## config.mk

```make
export PLATFORM = sky130hd
export DESIGN_NAME = ura_scoreboard
export DESIGN_NICKNAME = d
export VERILOG_FILES = /design/src/rtl/ura_scoreboard.sv
export SDC_FILE = /design/constraint.sdc
export NUM_CORES = 1
export LEC_CHECK = 0
export CORE_ASPECT_RATIO = 0.5
export CORE_MARGIN = 2
export CORE_UTILIZATION = 67
export CTS_BUF_LIST = sky130_fd_sc_hd__clkbuf_8
export DETAILED_ROUTE_END_ITERATION = 6
export PLACE_DENSITY = 0.95
export SYNTH_ARGS = -nofsm -noshare
export SYNTH_HDL_FRONTEND = slang
export SYNTH_SLANG_ARGS = --single-unit
```

## constraint.sdc

```tcl
create_clock -name clk -period 5.5 [get_ports clk]
set_clock_uncertainty 0.15 [all_clocks]
set_input_delay 0.55 -clock clk [delete_from_list [all_inputs] [get_ports clk]]
set_output_delay 0.55 -clock clk [all_outputs]
set_load 0.01 [all_outputs]
```

## src/rtl/ura_scoreboard.sv

```systemverilog
// URA pending-write scoreboard: one latency counter per mapped URA, with combinational busy lookup.
// Optional stall-cycle counter is enabled by defining URA_SB_PERF_EN.
module ura_scoreboard #(
  parameter int NUM_SRC = 2,
  parameter int LAT_W   = 3
) (
  input  logic                 clk,
  input  logic                 reset,
  input  logic                 issue_valid,
  input  logic [6:0]           issue_ura,
  input  logic [LAT_W-1:0]     issue_lat,
  input  logic                 release_valid,
  input  logic [6:0]           release_ura,
  input  logic                 flush,
  input  logic [7*NUM_SRC-1:0] src_ura,
  output logic [NUM_SRC-1:0]   src_busy,
  output logic                 issue_err,
  output logic [31:0]          perf_stall_cnt
);

  localparam int               NUM_ENT  = 37;
  localparam logic [LAT_W-1:0] LAT_HOLD = '1;
  localparam logic [LAT_W-1:0] LAT_ONE  = LAT_W'(1);

  // GRF 1..31, CP0 12..15 (011xx) and HI/LO are the only tracked URAs
  function automatic logic ura_mapped(input logic [6:0] ura);
    logic ok;
    case (ura[6:5])
      2'b00:   ok = (ura[4:0] != 5'd0);
      2'b01:   ok = (ura[4:2] == 3'b011);
      2'b10:   ok = (ura[4:1] == 4'd0);
      default: ok = 1'b0;
    endcase
    return ok;
  endfunction

  function automatic logic [5:0] ura_index(input logic [6:0] ura);
    logic [5:0] idx;
    if (!ura_mapped(ura)) begin
      idx = 6'd0;
    end else begin
      case (ura[6:5])
        2'b00:   idx = {1'b0, ura[4:0]} - 6'd1;
        2'b01:   idx = 6'd31 + {4'd0, ura[1:0]};
        2'b10:   idx = 6'd35 + {5'd0, ura[0]};
        default: idx = 6'd0;
      endcase
    end
    return idx;
  endfunction

  logic [LAT_W-1:0] cnt_q [NUM_ENT];
  logic [LAT_W-1:0] cnt_d [NUM_ENT];
  logic             issue_map_s;
  logic             rel_map_s;
  logic [5:0]       issue_idx_s;
  logic [5:0]       rel_idx_s;
  logic             issue_err_q;
  logic             issue_err_d;

  assign issue_map_s = ura_mapped(issue_ura);
  assign rel_map_s   = ura_mapped(release_ura);
  assign issue_idx_s = ura_index(issue_ura);
  assign rel_idx_s   = ura_index(release_ura);

  // Priority per entry: flush, then issue, then release, then countdown (HOLD never counts)
  always_comb begin
    for (int e = 0; e < NUM_ENT; e++) begin
      if (flush) begin
        cnt_d[e] = '0;
      end else if (issue_valid && issue_map_s && (issue_idx_s == 6'(e))) begin
        cnt_d[e] = issue_lat;
      end else if (release_valid && rel_map_s && (rel_idx_s == 6'(e))) begin
        cnt_d[e] = '0;
      end else if ((cnt_q[e] != '0) && (cnt_q[e] != LAT_HOLD)) begin
        cnt_d[e] = cnt_q[e] - LAT_ONE;
      end else begin
        cnt_d[e] = cnt_q[e];
      end
    end
  end

  // GRF 0 is a legal but untracked target, so it never raises an error
  always_comb begin
    if (issue_valid && !issue_map_s && (issue_ura != 7'd0)) begin
      issue_err_d = 1'b1;
    end else begin
      issue_err_d = 1'b0;
    end
  end

  // Counter and error state
  always_ff @(posedge clk or negedge reset) begin
    if (!reset) begin
      for (int e = 0; e < NUM_ENT; e++) begin
        cnt_q[e] <= '0;
      end
      issue_err_q <= 1'b0;
    end else begin
      for (int e = 0; e < NUM_ENT; e++) begin
        cnt_q[e] <= cnt_d[e];
      end
      issue_err_q <= issue_err_d;
    end
  end

  // Lookups see only the registered counters: no bypass of a same-cycle issue
  always_comb begin
    src_busy = '0;
    for (int i = 0; i < NUM_SRC; i++) begin
      if (ura_mapped(src_ura[7*i +: 7])) begin
        src_busy[i] = (cnt_q[ura_index(src_ura[7*i +: 7])] != '0);
      end else begin
        src_busy[i] = 1'b0;
      end
    end
  end

  assign issue_err = issue_err_q;

`ifdef URA_SB_PERF_EN
  logic [31:0] perf_q;
  logic [31:0] perf_d;

  // Saturating stall counter; flush deliberately leaves it alone
  always_comb begin
    if ((|src_busy) && (perf_q != 32'hFFFF_FFFF)) begin
      perf_d = perf_q + 32'd1;
    end else begin
      perf_d = perf_q;
    end
  end

  // Stall counter register
  always_ff @(posedge clk or negedge reset) begin
    if (!reset) begin
      perf_q <= 32'd0;
    end else begin
      perf_q <= perf_d;
    end
  end

  assign perf_stall_cnt = perf_q;
`else
  assign perf_stall_cnt = 32'd0;
`endif

endmodule

```

Word level (Yosys, flattened, before mapping)
Cells that the tools add are included.

Register bits after elaboration: 112. Input bits: 36. Output and inout bits: 35.

Add/sub/neg operators: 49. Magnitude comparators: 2. Equality and inequality tests: 121. Muxes and demuxes: 173. Bitwise gates (word level): 2. Reductions and logical operators: 207.

Operators with widths (count): 2-to-1 mux 3 bit (152); == test 6 x 5 -> 1 bit (second input constant) (32); nonzero test 4 bit (37); nonzero test 3 bit (39); logical AND 1 bit (115); inequality test 3 bit (second input constant) (37); subtractor 3 x 1 -> 3 bit (second input constant) (37); == test 6 x 4 -> 1 bit (second input constant) (16); case mux 6 bit (3 select lines) (4); == test 6 bit (second input constant) (10); == test 6 x 3 -> 1 bit (second input constant) (8); binary-select mux 3 bit (select 6 bit) (2); 2-to-1 mux 6 bit (6); adder 5 x 2 -> 6 bit (first input constant) (4); adder 6 x 1 -> 6 bit (first input constant) (4); == test 6 x 2 -> 1 bit (second input constant) (4); subtractor 5 x 1 -> 6 bit (second input constant) (4); nonzero test 5 bit (4); zero test 4 bit (4); greater-or-equal comparator 7 bit (second input constant) (2); inverter 6 -> 7 bit (2); == test 3 x 2 -> 1 bit (second input constant) (4); == test 6 x 1 -> 1 bit (second input constant) (2); zero test 6 bit (2); 7 further kinds (23).

Depth between registers and ports, before layout
Gate-level depths: netlist of the first run.

Depth after elaboration: 11. Depth in mapped cells: 12.

Least setup slack after synthesis of the first run
Ideal clock, no wire load.

Kind: in2out. Start: in src_ura[7]. End: out src_busy[1]. Data arrival time: 2.922 ns. Required time: 4.800 ns. Slack: 1.878 ns. Cell stages on the path: 12. Buffers on the path: 3. Path through: buf_2 > inv_1 > ha_1 > nor2_1 > a21o_1 > clkbuf_1 > buf_2 > mux2i_1 > mux2i_1 > o221ai_1 > o21ai_0 > a221oi_1.

Cells in the longest elaborated chain, start to end: 10. Elaborated cells on any way between the ends: 14.

Ends and longest elaborated chain: start: declaration (line 15) `input logic [7*NUM_SRC-1:0] src_ura,`; adder 6 x 1 -> 6 bit, or another cell as far along (line 45) `2'b10: idx = 6'd35 + {5'd0, ura[0]};`; case mux 6 bit (3 select lines) (line 42) `case (ura[6:5])`; 2-to-1 mux 6 bit (line 39) `if (!ura_mapped(ura)) begin`; 2-to-1 mux 6 bit (line 111) `if (ura_mapped(src_ura[7*i +: 7])) begin`; inverter 6 -> 7 bit (not written as such) (line 112) `src_busy[i] = (cnt_q[ura_index(src_ura[7*i +: 7])] != '0);`; binary-select mux 3 bit (select 6 bit) (line 112); 2-to-1 mux 3 bit (not written as such) (2 in a row) (line 112); nonzero test 3 bit (line 112); 2-to-1 mux 1 bit (*) (line 111); end: declaration (line 16) `output logic [NUM_SRC-1:0] src_busy,`.

Mark *: on every way between the ends. The rest lies on a longest branch, timed or not. The select of a mux whose other input is x is not followed.

Final worst setup path of the first run
Ends and elaborated chain as after synthesis.

==> flow_summary.toml, run 1 <==
[cts]
clk_pin_slew_ns = 0.12
clock-sinks = 112
clk_latency_ns = 0.39
cts-root-buf = "clkbuf_8"
cts_buffers = 9
cts_setup_buffers = 0
hold_buffers = 0
cts_buffer_depth = 2
cts_tree = "yes"
htree_levels = 3
cts_resized = 0

[detailed_routing]
post_drt_via_cell_ratio = 6.90
post_drt_wl_per_cell_microns = 20.2
antenna_left = 0
dr.first_iter.drc_count = 1386
wl_microns = 28600
drc_errors = 0
vias = 9769
drt_pass1_iterations = 6

[synth]
synth_top_family_by_area = "compound AO/OA/AOI/OAI gates"
yosysWarnings = 0
synth-xor-area-share_pct = 3.63
synth.largest_area_cell = "dfrtp_1"
synth-seq-area-share_pct = 28.3
yosys-top-cells-area = "dfrtp_1 28%, ha_1 10%, mux2i_1 6.7%, inv_1 4.6%, nand2_1 4.4%"
syn_inst = 1204
synth-compound-area-share_pct = 20.8
synth_fa_ha_area_share_pct = 10.5
synth_area_sq_um = 9900
yosys.area.top_type_share_pct = 28.3
yosysUniqueCellTypes = 83
synth_flop_cell = "dfrtp_1"
syn_area_per_cell_sq_um = 8.22
yosys.area_share.simple_pct = 19.8
synth_mux_area_share_pct = 7.36
ys_async_sr_fraction_pct = 100
synth-edff-count = 0
yosysMostFrequentCell = "inv_1"
synth-seq-cells = 112
synth_commonest_cells = "121 x inv_1, 116 x nand2_1, 112 x dfrtp_1, 83 x ha_1, 66 x mux2i_1"

[placement]
place_congestion = 0.952
dp_hpwl_microns = 21200
io_buffers = 38
place_ws_ns = 0.769

[floorplanning]
rows = 31
dieArea_sq_um = 15800
ios = 71
start_util_pct = 68.4
chipWidth_microns = 176
core_area_sq_um = 14500
die_h_microns = 89.9

[setup_path]
reg2reg_slack_ns = 3.71
rr_endpoint = "cnt_q[16]$_DFFE_PN0P_"
r2r-start = "cnt_q[15]$_DFFE_PN0P_"
cp-start-kind = "input port"
worstRegToRegCells = 6
cp.arrival_ns = 4.06
cp-end-kind = "output pin"
path_class = "input port to output pin"
cp_max_fo = 10
cp.required_ns = 4.80

[power_and_ir_drop]
peakVddDrop_uv = 194
leakage_uw = 0.00448
cellPowerDensity_nw_per_um2 = 406

[sta]
period_minus_slack_ns = 4.76
tightest_slew_ns = 1.15
finalMaxSlewViolations = 0
fin_crit_sh_pct = 86.6
slew_headroom_pct = 23.5
tns_ns = 0
fin_ws_ns = 0.736
finalHoldViolCount = 0
setup_viol_count_final = 0
rsz0062_at_grt = "false"
fmax_mhz = 210

[run]
cap_violations = 0

[hold_path]
hp-class = "input port to async pin"

[final_layout]
layout.area.seq_sq_um = 2800
layout.nets = 1331
n_antenna_cell = 0
drive_above_1_share_pct = 4.27
fillCellCount = 1036
multiInputGateArea_sq_um = 6260
area_growth_pct = 5.41

[grt]
grt_pass1_wl_microns = 46200
grt_max_degree = 58
track_usage_pct = 36.5
grt_pass1_vias = 9287
antenna_found_initial = 0
grt_overflow = 0

[status]
status = "complete, no violations"
cell type report:
class                   instances  area share (%)
well taps                     198            2.37
multi-input cells             914            60.0
repair buffers                 53            4.65
clock inverters                 7           0.516
clock buffers                   9            1.19
flip-flops and latches        112            26.9
inverters                     122            4.39
cells in the final DEF, fill, tap and decap left out, types with 4 or more instances in the layout:
cell,n
clkbuf_8,9
or4_1,5
a21oi_1,38
xnor2_1,40
a21o_1,5
o21ai_0,64
o41ai_1,21
inv_1,123
o21ai_1,8
o32ai_1,13
mux2i_1,66
clkdlybuf4s50_1,36
nand2b_1,21
a41oi_1,4
nor4_1,17
o21a_1,5
and3_1,11
dfrtp_1,112
buf_4,16
nor2_1,47
a22oi_1,5
nor3_1,52
o2111ai_1,6
inv_6,4
a311oi_1,4
nand2_1,116
o31ai_1,19
a31oi_1,4
conb_1,32
ha_1,83
a211oi_1,7
or3_1,10
nand3_1,60
o211ai_1,12
nor2b_1,11
nor3b_1,5
o22ai_1,55
stage by stage:
step / hold WS, ns / instances / total power (uW) / utilization (%) / instance area [sq um]
CTS: 0.0894 / 1415 / 4160 / 72.1 / 10400
global route: 0.111 / 1415 / 4560 / 72.1 / 10400
global placement: 0.427 / 1399 / 3490 / 70.9 / 10300
finish: 0.0617 / 1415 / 4240 / 72.1 / 10400
floorplan: 0.104 / 1235 / 3050 / - / 10000
detailed placement: 0.433 / 1399 / 3670 / 70.9 / 10300
per-layer routing:
layer,vias up,wire [microns],GRT usage [%]
met3,128,4120,10.2
met1,4527,11100,49.3
met4,0,1080,14.5
li1,4335,-,-
met5,-,0,0
met2,779,12400,55.6
worst max path at each step:
stage	from	endpoint	slack [ns]
final	src_ura[7]	src_busy[1]	0.74
after global routing	src_ura[7]	src_busy[1]	0.54
after CTS	src_ura[7]	src_busy[1]	0.76
after detailed placement	src_ura[7]	src_busy[1]	0.77
after global placement	src_ura[7]	src_busy[1]	0.90
after floorplan	src_ura[7]	src_busy[1]	1.88
critical path, cell delays in order:
cell and delay, ns:
clkdlybuf4s50_1 0.67, inv_1 0.11, ha_1 0.36, nor2_1 0.23
a21o_1 0.16, mux4_2 0.49, a2111oi_0 0.46, o221ai_1 0.21
a221oi_1 0.24, clkdlybuf4s50_1 0.59
flip-flops by register name, summed over array words and instances (netlist names):
name	flops
cnt_q	111
issue_err	1
kinds of logic after synthesis:
kind of cell	Yosys count
AND/OR/NAND/NOR	383
AO/OA/AOI/OAI	305
buffers and inverters	209
flip-flops	112
adder cells (fa/ha/maj)	83
multiplexers	70
XOR/XNOR	41
other	1
power breakdown:
part           total [uW]  switching [uW]  internal, uW
registers            1360             300          1060
logic                2390            1360          1020
clock network         491             318           173
Note: power is estimated with default switching activity, not from simulation.
==> run 2, diff against run 1 <==
--- a/config.mk
+++ b/config.mk
@@ -10,7 +10,7 @@
 export CORE_UTILIZATION = 67
 export CTS_BUF_LIST = sky130_fd_sc_hd__clkbuf_8
 export DETAILED_ROUTE_END_ITERATION = 6
-export PLACE_DENSITY = 0.95
+export PLACE_DENSITY = 0.87
 export SYNTH_ARGS = -nofsm -noshare
 export SYNTH_HDL_FRONTEND = slang
 export SYNTH_SLANG_ARGS = --single-unit
==> run 2 against run 1 <==
Global-route usage is 1.0 points lower. Die area stayed put. Sequential power hardly changed. Hold slack better by 0.020 ns. Non-clock buffer count stayed put. Count of clock-buffer cells in the layout is 1 higher. Sequential share of layout area is 0.054 points lower. Core utilization is 0.15 points higher. Critical path type unchanged. Largest cell class unchanged.
==> flow_summary.toml, run 2 (same netlist as run 1, synthesis figures left out) <==
[placement]
io_buffers = 38
dp_hpwl_microns = 20800
place_ws_ns = 0.800
place_congestion = 0.962
placed_area_sq_um = 10300

[setup_path]
crit_slowest_cell = "clkdlybuf4s50_1"
cp-end-kind = "output pin"
cp.buffers_inverters = 3
cp-start-kind = "input port"
path_class = "input port to output pin"
cp_max_fo = 10
cpMostUsedCell = "clkdlybuf4s50_1"
cp.arrival_ns = 4.09
cp_cell_sequence = "clkdlybuf4s50_1, inv_1, ha_1, nor2_1, a21o_1, mux4_2, a2111oi_0, o221ai_1, a221oi_1, clkdlybuf4s50_1"
path_delay_family = "buffers and inverters"
cp.required_ns = 4.80
max_stage_delay_ns = 0.67

[sta]
rsz0062_at_grt = "false"
finalHoldViolCount = 0
tightest_slew_ns = 1.17
fin_ws_ns = 0.711
slew_headroom_pct = 21.6
fin_crit_sh_pct = 87.1
fmax_mhz = 209
tns_ns = 0
finalMaxSlewViolations = 0
period_minus_slack_ns = 4.79
setup_viol_count_final = 0

[power_and_ir_drop]
clock_power_share_pct = 12.1
seqPwrFrac_pct = 32.1
p_total_uw = 4230
internal_power_uw = 2270
leakage_uw = 0.00448
cellPowerDensity_nw_per_um2 = 405
peakVddDrop_uv = 191
switching_share_pct = 46.4
p_sw_uw = 1960
p_comb_share_pct = 55.9

[grt]
use_met2_pct = 54.7
grt_use_met3_pct = 8.63
track_usage_pct = 35.5
antenna_found_initial = 0
grt_pass1_wl_microns = 44400
grt_pass1_vias = 8841
use_met1_pct = 49.8
grt_overflow = 0
grt_max_degree = 67
busiest_layer = "met2"

[cts]
cts_buffers = 9
cts_tree = "yes"
clock-sinks = 112
clk_pin_slew_ns = 0.12
clk_latency_ns = 0.40
cts_setup_buffers = 0
cts_resized = 0
htree_levels = 3
hold_buffers = 0
cts_buffer_depth = 2
cts-root-buf = "clkbuf_8"

[final_layout]
largest-register = "cnt_q"
area_growth_pct = 5.62
drive_above_1_share_pct = 4.44
final_cell_mix = "121 x inv_1, 116 x nand2_1, 112 x dfrtp_1, 83 x ha_1, 66 x mux2i_1"
layout_commonest_cell = "inv_1"
largest_reg_flops = 111
n_antenna_cell = 0
final_area_sq_um = 10500
layout.nets = 1331

[detailed_routing]
vias = 9442
drc_errors = 0
wl_microns = 28000
antenna_left = 0
post_drt_via_cell_ratio = 6.67
post_drt_wl_per_cell_microns = 19.8
dr.first_iter.drc_count = 1050
drt_pass1_iterations = 5

[status]
status = "complete, no violations"

[run]
cap_violations = 0

[floorplanning]
chipWidth_microns = 176
core_area_sq_um = 14500
die_h_microns = 89.9
rows = 31
start_util_pct = 68.4
dieArea_sq_um = 15800
ios = 71

[hold_path]
hp-class = "input port to async pin"
run 2: cell types whose count changed in the layout (fill, tap and decap cells not counted), sizes merged:
cell / previous run / this run
clkbuf: 9 / 10
inv: 128 / 124
clkinv: 1 / 3
clkinvlp: 0 / 1
run 2: path summary, 6_finish.rpt:
check,start,end,slack (ns),cells after the start
worst max-delay path,src_ura[7],src_busy[1],0.71,10
worst min-delay path,reset,cnt_q[11]$_DFFE_PN0P_,0.08,1
worst max register to register,cnt_q[105]$_DFFE_PN0P_,cnt_q[105]$_DFFE_PN0P_,3.65,6
worst min register to register,cnt_q[44]$_DFFE_PN0P_,cnt_q[44]$_DFFE_PN0P_,0.45,2
max in group asynchronous,reset,cnt_q[66]$_DFFE_PN0P_,3.92,2
min in group clk,cnt_q[44]$_DFFE_PN0P_,cnt_q[44]$_DFFE_PN0P_,0.45,2
run 2: worst register-to-register path, stage by stage, from the launching register on:
cell	delay [ns]
dfrtp_1	0.50
inv_1	0.10
ha_1	0.23
mux2i_1	0.27
xnor2_1	0.10
or3_1	0.30
a21oi_1	0.14
run 2: final cells by class:
| cell class | count | area, sq um |
|---|---|---|
| Clock inverter | 6 | 61.3 |
| Clock buffer | 10 | 138 |
| Sequential cell | 112 | 2800 |
| Fill cell | 1117 | 4010 |
| Multi-Input combinational cell | 914 | 6260 |
| Inverter | 122 | 458 |
| Tap cell | 198 | 248 |
| Timing Repair Buffer | 53 | 485 |
run 2: power by group through the flow:
stage                     combinational (uW)  sequential [uW]  clock, uW
after global routing                    2630             1390        537
final                                   2360             1360        510
after global placement                  2160             1340          0
after floorplan                         1770             1280          0
after detailed placement                2280             1360          0
after CTS                               2310             1350        510
run 2: stage by stage:
step                hold slack [ns]  cells  util [%]
floorplan                     0.104   1235         -
detailed placement            0.432   1399      70.9
global route                  0.164   1415      72.3
CTS                           0.137   1415      72.3
global placement              0.427   1399      70.9
finish                       0.0819   1415      72.3
run 2: metal layers:
layer	up-vias	wire (microns)
met5	-	0
met4	0	742
met3	75	3490
met2	589	12100
met1	4458	11700
li1	4320	-
==> run 3, diff against run 2 <==
--- a/config.mk
+++ b/config.mk
@@ -11,6 +11,7 @@
 export CTS_BUF_LIST = sky130_fd_sc_hd__clkbuf_8
 export DETAILED_ROUTE_END_ITERATION = 6
 export PLACE_DENSITY = 0.87
+export SLEW_MARGIN = 15
 export SYNTH_ARGS = -nofsm -noshare
 export SYNTH_HDL_FRONTEND = slang
 export SYNTH_SLANG_ARGS = --single-unit
==> run 3 against run 2 <==
Flip-flop and latch count is the same. Combinational power is essentially flat. Setup slack gained 0.015 ns. Sequential power is essentially flat. Critical endpoint unchanged. Wire length shrank 0.12%. Total power is essentially flat.
==> flow_summary.toml, run 3 (same netlist as run 1, synthesis figures left out) <==
[floorplanning]
die_h_microns = 89.9
start_util_pct = 68.4
chipWidth_microns = 176
ios = 71
rows = 31
dieArea_sq_um = 15800
core_area_sq_um = 14500

[sta]
tightest_slew_ns = 1.13
finalMaxSlewViolations = 0
fin_crit_sh_pct = 86.8
tns_ns = 0
finalHoldViolCount = 0
fmax_mhz = 209
hold_ws_ns = 0.0979
slew_headroom_pct = 24.4
rsz0062_at_grt = "false"
fin_ws_ns = 0.726
setup_viol_count_final = 0
period_minus_slack_ns = 4.77

[final_layout]
drive_above_1_share_pct = 4.52
n_antenna_cell = 0
area_growth_pct = 5.66
largest-register = "cnt_q"
largest_reg_flops = 111
layout.area.seq_sq_um = 2800
fillCellCount = 1116
final_cell_mix = "121 x inv_1, 116 x nand2_1, 112 x dfrtp_1, 83 x ha_1, 66 x mux2i_1"
multiInputGateArea_sq_um = 6270
layout_commonest_cell = "inv_1"
layout.nets = 1331

[cts]
cts_buffers = 9
clk_latency_ns = 0.39
cts-root-buf = "clkbuf_8"
cts_buffer_depth = 2
hold_buffers = 0
clock-sinks = 112
cts_resized = 0
clk_pin_slew_ns = 0.12
cts_tree = "yes"
htree_levels = 3
cts_setup_buffers = 0

[detailed_routing]
dr.first_iter.drc_count = 1023
drt_pass1_iterations = 5
drc_errors = 0
post_drt_wl_per_cell_microns = 19.8
wl_microns = 28000
antenna_left = 0
post_drt_via_cell_ratio = 6.66
vias = 9418

[status]
status = "complete, no violations"

[power_and_ir_drop]
cellPowerDensity_nw_per_um2 = 405
peakVddDrop_uv = 190
leakage_uw = 0.00448

[placement]
place_congestion = 0.962
dp_hpwl_microns = 20800
place_ws_ns = 0.800
io_buffers = 38

[setup_path]
cp.arrival_ns = 4.07
cp-end-kind = "output pin"
cp-start-kind = "input port"
path_class = "input port to output pin"
cp.required_ns = 4.80
cp_max_fo = 10

[grt]
grt_use_met3_pct = 8.63
grt_overflow = 0
track_usage_pct = 35.5
antenna_found_initial = 0
grt_pass1_wl_microns = 44400
grt_pass1_vias = 8841
grt_max_degree = 67
use_met1_pct = 49.8
use_met2_pct = 54.7
busiest_layer = "met2"

[run]
cap_violations = 0

[hold_path]
hp-class = "input port to async pin"
-- run 3: layer usage --
layer	part of all wire, %	vias to the layer above
li1	-	4322
met1	41	4423
met2	44	593
met3	13	80
met4	2.6	0
met5	0	-
-- run 3: through the flow --
stage | power (uW) | utilization (%) | std cells | area (sq um)
after CTS | 4170 | 72.3 | 1415 | 10500
final | 4240 | 72.3 | 1415 | 10500
after global placement | 3500 | 70.9 | 1399 | 10300
after global routing | 4550 | 72.3 | 1415 | 10500
after detailed placement | 3640 | 70.9 | 1399 | 10300
after floorplan | 3050 | - | 1235 | 10000
-- run 3: path summary, 6_finish.rpt --
check | from | to | slack [ns] | depth (start not counted)
setup reg to reg | cnt_q[37]$_DFFE_PN0P_ | cnt_q[37]$_DFFE_PN0P_ | 3.60 | 7
hold reg to reg | cnt_q[104]$_DFFE_PN0P_ | cnt_q[104]$_DFFE_PN0P_ | 0.45 | 2
setup / recovery | src_ura[7] | src_busy[1] | 0.73 | 10
max in group asynchronous | reset | cnt_q[66]$_DFFE_PN0P_ | 3.94 | 2
hold / removal | reset | cnt_q[11]$_DFFE_PN0P_ | 0.1 | 1
min in group clk | cnt_q[104]$_DFFE_PN0P_ | cnt_q[104]$_DFFE_PN0P_ | 0.45 | 2
-- run 3: power breakdown --
part | leakage, uW | internal, uW | switching, uW
sequential | 0.00149 | 1060 | 297
combinational | 0.00289 | 1020 | 1340
clock | 0.0000982 | 189 | 324
-- run 3: worst max-delay path, cell delays in order --
cell	delay, ns
clkdlybuf4s50_1	0.68
inv_1	0.11
ha_1	0.35
nor2_1	0.23
a21o_1	0.16
mux4_2	0.50
a2111oi_0	0.43
o221ai_1	0.19
a221oi_1	0.28
clkdlybuf4s50_1	0.60
-- run 3: cell type report --
class,instances,area share [%]
inverter,122,4.38
timing repair buffer,53,4.64
sequential,112,26.8
multi-input combinational,914,59.9
clock inverter,6,0.586
clock buffer,10,1.32
tap,198,2.37
